**src/rtl/change_dispenser.sv**
```systemverilog
// Change dispenser: pays owed change in dimes then nickels.
// One coin per request/acknowledge handshake with the coin ejector.
module change_dispenser #(
    parameter int DIME_INIT   = 8,
    parameter int NICKEL_INIT = 8,
    parameter int CNT_W       = 4
) (
    input  logic             clk_i,
    input  logic             rst_ni,
    input  logic             vend_i,
    input  logic [2:0]       change_i,
    input  logic             refill_i,
    input  logic             eject_ack_i,
    output logic             dime_o,
    output logic             nickel_o,
    output logic             busy_o,
    output logic             done_o,
    output logic             short_o,
    output logic [CNT_W-1:0] dime_cnt_o,
    output logic [CNT_W-1:0] nickel_cnt_o
);

    localparam logic [CNT_W-1:0] DIME_RST   = CNT_W'(DIME_INIT);
    localparam logic [CNT_W-1:0] NICKEL_RST = CNT_W'(NICKEL_INIT);

    typedef enum logic [1:0] {
        IDLE,
        SELECT,
        EJECT,
        FINISH
    } state_t;

    state_t           state_q;
    logic [2:0]       rem_q;
    logic [2:0]       owed;
    logic             coin_dime_q;
    logic [CNT_W-1:0] dime_cnt_q;
    logic [CNT_W-1:0] nickel_cnt_q;

    // Owed amount in 5-cent units
    always_comb begin
        owed = 3'd0;
        case (change_i)
            3'b001:  owed = 3'd2;
            3'b010:  owed = 3'd3;
            3'b011:  owed = 3'd4;
            3'b100:  owed = 3'd5;
            default: owed = 3'd0;
        endcase
    end

    always_ff @(posedge clk_i or negedge rst_ni) begin
        if (!rst_ni) begin
            state_q      <= IDLE;
            rem_q        <= 3'd0;
            coin_dime_q  <= 1'b0;
            dime_cnt_q   <= DIME_RST;
            nickel_cnt_q <= NICKEL_RST;
        end else begin
            case (state_q)
                IDLE: begin
                    if (refill_i) begin
                        dime_cnt_q   <= DIME_RST;
                        nickel_cnt_q <= NICKEL_RST;
                    end
                    if (vend_i) begin
                        rem_q   <= owed;
                        state_q <= SELECT;
                    end
                end
                SELECT: begin
                    if (rem_q == 3'd0) begin
                        state_q <= FINISH;
                    end else if (rem_q >= 3'd2 &&
                                 dime_cnt_q != '0) begin
                        coin_dime_q <= 1'b1;
                        state_q     <= EJECT;
                    end else if (nickel_cnt_q != '0) begin
                        coin_dime_q <= 1'b0;
                        state_q     <= EJECT;
                    end else begin
                        state_q <= FINISH;
                    end
                end
                EJECT: begin
                    if (eject_ack_i) begin
                        // Counters only move here, after SELECT saw >0
                        if (coin_dime_q) begin
                            rem_q      <= rem_q - 3'd2;
                            dime_cnt_q <= dime_cnt_q - 1'b1;
                        end else begin
                            rem_q        <= rem_q - 3'd1;
                            nickel_cnt_q <= nickel_cnt_q - 1'b1;
                        end
                        state_q <= SELECT;
                    end
                end
                FINISH: begin
                    state_q <= IDLE;
                end
                default: begin
                    state_q <= IDLE;
                end
            endcase
        end
    end

    assign dime_o       = (state_q == EJECT) && coin_dime_q;
    assign nickel_o     = (state_q == EJECT) && !coin_dime_q;
    assign busy_o       = (state_q != IDLE);
    assign done_o       = (state_q == FINISH);
    assign short_o      = (state_q == FINISH) && (rem_q != 3'd0);
    assign dime_cnt_o   = dime_cnt_q;
    assign nickel_cnt_o = nickel_cnt_q;

endmodule

```
**config.mk**
```make
export PLATFORM = sky130hd
export DESIGN_NAME = change_dispenser
export DESIGN_NICKNAME = d
export VERILOG_FILES = /design/src/rtl/change_dispenser.sv
export SDC_FILE = /design/constraint.sdc
export NUM_CORES = 1
export LEC_CHECK = 0
export CORE_MARGIN = 4
export CORE_UTILIZATION = 25
export DETAILED_ROUTE_END_ITERATION = 10
export PLACE_DENSITY = 0.57
export SYNTH_ARGS = -nofsm -noshare
export SYNTH_HDL_FRONTEND = slang
export SYNTH_SLANG_ARGS = --single-unit
```
**constraint.sdc**
```tcl
create_clock -name clk_i -period 1.85 [get_ports clk_i]
set_input_delay 0.37 -clock clk_i [delete_from_list [all_inputs] [get_ports clk_i]]
set_output_delay 0.37 -clock clk_i [all_outputs]
set_load 0.02 [all_outputs]
```
# Word-level counts from Yosys, hierarchy flattened
# Cells that the tools add are included.
dict set report classes {
  n_addsub 4
  n_lt_le_gt_ge 1
  n_eq_ne 12
  mux 20
  bitwise 1
  reduce_logical 18
}
# op count
set ops {}
lappend ops {{two-way mux 4 bit} 5}
lappend ops {{case mux 4 bit (2 select lines)} 2}
lappend ops {{case mux 3 bit (4 select lines)} 1}
lappend ops {{inequality test 2 bit, second input constant} 5}
lappend ops {{two-way mux 3 bit} 3}
lappend ops {{case mux 2 bit (4 select lines)} 1}
lappend ops {{AND reduction 4 bit} 2}
lappend ops {{nonzero test 4 bit} 2}
lappend ops {{subtractor 4 x 1 -> 4 bit, second input constant} 2}
lappend ops {{equality test 3 x 2 -> 1 bit, second input constant} 2}
lappend ops {{case mux 3 bit (2 select lines)} 1}
lappend ops {{AND reduction 3 bit} 2}
lappend ops {{nonzero test 2 bit} 3}
lappend ops {{two-way mux 1 bit} 5}
lappend ops {{equality test 2 bit, second input constant} 2}
lappend ops {{logical AND 1 bit} 4}
lappend ops {{two-way mux 2 bit} 2}
lappend ops {{equality test 3 x 1 -> 1 bit, second input constant} 1}
lappend ops {{equality test 3 bit, second input constant} 1}
lappend ops {{greater-or-equal comparator 3 x 2 -> 1 bit, second input constant} 1}
lappend ops {{zero test 3 bit} 1}
lappend ops {{nonzero test 3 bit} 1}
lappend ops {{subtractor 3 x 1 -> 3 bit, second input constant} 1}
lappend ops {{subtractor 3 x 2 -> 3 bit, second input constant} 1}
lappend ops {{other kinds (5)} 5}
dict set report word_totals {
  regBits 14
  in_bits 8
  out_inout_bits 13
  wordCells 61
}

# Logic depth before layout (Yosys ltp)
dict set report depth {
  depth_word 5
  mapped_depth 5
  mapped_depth_nobuf 5
}

# Worst setup path before layout
# OpenSTA, ideal clock, no wires.
dict set report synth_timing {
  path_type {reg-to-output}
  start {register rem_q[1]}
  end {output short_o}
  arrival_time_ns 1.279
  required_time_ns 1.480
  slack_ns 0.201
  path_stages_with_launch 5
  path_buffers 0
  cell_sequence {dfrtp_1 > inv_1 > ha_1 > nor2b_1 > nor3b_1}
}
dict set report synth_via {
  elab_chain_cells 2
}
# element line
set synth_lines {}
lappend synth_lines {{start: declaration} 34} ;# logic [2:0] rem_q;
lappend synth_lines {{start signal: assignment} 67} ;# rem_q <= owed;
lappend synth_lines {{start signal: assignment} 89} ;# rem_q <= rem_q - 3'd2;
lappend synth_lines {{start signal: assignment} 92} ;# rem_q <= rem_q - 3'd1;
lappend synth_lines {{nonzero test 3 bit} 112} ;# assign short_o = (state_q == FINISH) && (rem_q != 3'd0);
lappend synth_lines {{logical AND 1 bit} 112}
lappend synth_lines {{end: declaration} 18} ;# output logic short_o,
# Every way passes these cells.

# Worst setup path in the final report
dict set report layout_timing {
  start {register nickel_cnt_q[3], in the netlist nickel_cnt_o[3]}
  end {output nickel_cnt_o[3]}
}
# element line
set layout_rtl {}
lappend layout_rtl {{start: declaration} 38} ;# logic [CNT_W-1:0] nickel_cnt_q;
lappend layout_rtl {{start signal: assignment} 93} ;# nickel_cnt_q <= nickel_cnt_q - 1'b1;
lappend layout_rtl {{end: declaration} 20} ;# output logic [CNT_W-1:0] nickel_cnt_o
# No word-level cell between the ends.

==> metrics.txt <==
largest cells by area after synthesis dfrtp_1 (28%), ha_1 (8.3%), dfstp_2 (5.0%); die area 0.00533 sq mm; met2 WL 1280 microns; Hold WC Path Type in2async; Crit. End Element output pin; clock buffer depth 2; fin. max-slew vios 0; # fillers 401; PD cells 1640 mW/mm^2; root buffer cell clkbuf_8; final hold viol count 0; sequential area share after synthesis 33.4%; H-tree levels 1; routed via count 937; core area 0.00406 sq mm; largest net degree at the start of global routing 15; YS warnings 0; highest metal used met4; # diodes 0; CP peak stage delay 610 ps; worst clock skew 7.61 ps; CP max-delay cell clkdlybuf4s50_1; outcome finished, final reports clean; Max Fclk 560 MHz; WL final 2620 microns; vias in the first global route 984; Critical Path RT 1480 ps; fraction of layout cells with a size suffix above 1 21.8%; global route total overflow 0; Layout Nets 163; Finish-stage setup viols 0; number of max-cap violations 0; Lkg Pwr 0.646 nW; # hold bufs at CTS 0; CP Buf/Inv Count 1; fin crit share 96.5%; Layout area overhead 37.4%; gp weighted congestion 0.794; routed wl met3 115 microns; Sink Count 14; Tot GR Track Use 11.2%; Worst VDD drop 0.000742 V; clk_lat worst skew 250 ps; syn_nets 129; setup ws final 65.5 ps; Rows 23; drt wl/cell 13.3 microns; DP Wirelength 2080 microns; crit-path max FO 4; top cell type's share of synthesized area 28.4%; #FFs+latches synth 14; Final Power 2.38 mW; mapped cell area 0.00106 sq mm; met1 wire length 1220 microns; Unique masters post-synth 43; Crit path max-delay family buffers and inverters; Main synth FF type dfrtp_1; setup slack at placement -123 ps; Initial DRC Count 46; CTS tree yes; FF-to-FF setup slack 150 ps; final setup TNS 0 ps; final antenna-violating net count 0; Post-synth EDFFs 0; Pre-Repair DR Iteration Count 4; dominant cell type by area after synthesis dfrtp_1; critical path class reg2out; Reg clk slew, reported paths 70 ps; I/O Pins 21; Chip Height 73.0 microns; Startpoint Class flip-flop; DRC viols 0; post-layout min period 1780 ps; Worst slew margin 73.4%; I/O Buffers 20; chip width 73.0 microns; Util after Layout 35.8%; crit-path cells clkdlybuf4s50_1; number of antenna violations at the first check in global routing 0; Via density 4.76; first-pass GRT wire length 4660 microns; FFs w/ async S/R, synth 100%; WP data arrival 1410 ps; Synth Area per Inst 9.27 sq um; Initial Util 26.1%; CTS Buf Count 3; Tightest Pin Transition 399 ps; Synth Instances 114
## path summary, 6_finish.rpt
kind,start,to,cells past startpoint
max,nickel_cnt_o[3],nickel_cnt_o[3],1
min,rst_ni,dime_cnt_o[2],2
max reg2reg,state_q[0],nickel_cnt_o[3],4
min reg2reg,nickel_cnt_o[3],nickel_cnt_o[3],2
max in group asynchronous,rst_ni,dime_cnt_o[3],2
min in group clk_i,nickel_cnt_o[3],nickel_cnt_o[3],2
## placed cells by master (no fill, tap or decap), types with 2 or more instances in the layout
cell type | synthesis | routed
nand2_1 | 4 | 4
buf_4 | 0 | 16
ha_1 | 7 | 7
dfstp_2 | 2 | 2
nor2b_1 | 3 | 3
nand2b_1 | 6 | 6
and2_0 | 2 | 2
nand3_1 | 3 | 3
dfrtp_1 | 12 | 10
or3_1 | 2 | 2
a221oi_1 | 2 | 2
inv_1 | 12 | 12
a211oi_1 | 4 | 4
clkdlybuf4s50_1 | 0 | 15
clkbuf_8 | 0 | 4
o211ai_1 | 3 | 3
nor3b_1 | 3 | 2
nor2_1 | 9 | 9
mux2_2 | 2 | 2
and2_1 | 3 | 3
dfrtp_2 | 0 | 2
mux2i_1 | 5 | 5
dlygate4sd2_1 | 0 | 3
a21oi_1 | 2 | 2
## where the power goes
part,internal (mW),switching [mW]
Combinational,0.736,0.707
Sequential,0.453,0.178
Clock,0.189,0.118
Total,1.38,1.00
## per-layer routing
layer	global-route usage, %	up-vias
li1	-	470
met1	15.6	445
met2	17.9	20
met3	2.48	2
met4	1.84	0
met5	0	-
## state kept, by name, indices dropped and copies added, names as in the netlist
signal and cells:
rem_q 3, nickel_cnt_o 4, coin_dime_q 1, dime_cnt_o 4
state_q 2
## cell families after synthesis
logic type	count (synthesis)	synth area share (%)
XOR/XNOR	2	1.66
adder cells (fa/ha/maj)	7	8.28
buffers and inverters	19	8.40
multiplexers	8	7.93
AND/OR/NAND/NOR	42	22.7
flip-flops	14	33.4
AO/OA/AOI/OAI	22	17.6
## cells in the mapped netlist, drive strengths merged (2+ instances only)
cell and n:
dfrtp 12, inv 12, a221oi 2, buf 4, nand3 3, mux2 3, or3 2, or2 2
nand2b 6, clkbuf 3, mux2i 5, nand2 4, ha 7, a21oi 2, a211oi 4, o211ai 3
nor2 9, dfstp 2, and2 5, nor3b 3, nor2b 3
## layout make-up
cell class,count,area [sq um],area share (%)
Multi-Input combinational cell,81,621,42.7
Inverter,12,45.0,3.10
Tap cell,50,62.6,4.31
Clock buffer,4,55.1,3.79
Timing Repair Buffer,36,314,21.6
Sequential cell,14,355,24.5
## stage by stage
step                      instances  instance area (sq um)  hold WS [ps]
final                           197                   1450           432
after global routing            197                   1450           449
after CTS                       197                   1450           433
after detailed placement        193                   1400           543
after global placement          193                   1400           535
after floorplan                 114                   1060          74.4
## repair_timing
item	in CTS	in global routing
gates cloned	0	0
setup endpoints to repair	5	2
resized for setup	10	2
hold endpoints to repair	0	0
setup buffers	0	0
## worst register-to-register path, stage by stage, from the launching register on
cell       delay (ps)
dfrtp_2           450
buf_4             170
nand4bb_1         340
a2111oi_4         450
mux2i_1           220
Power figures use the tool's default switching activity.
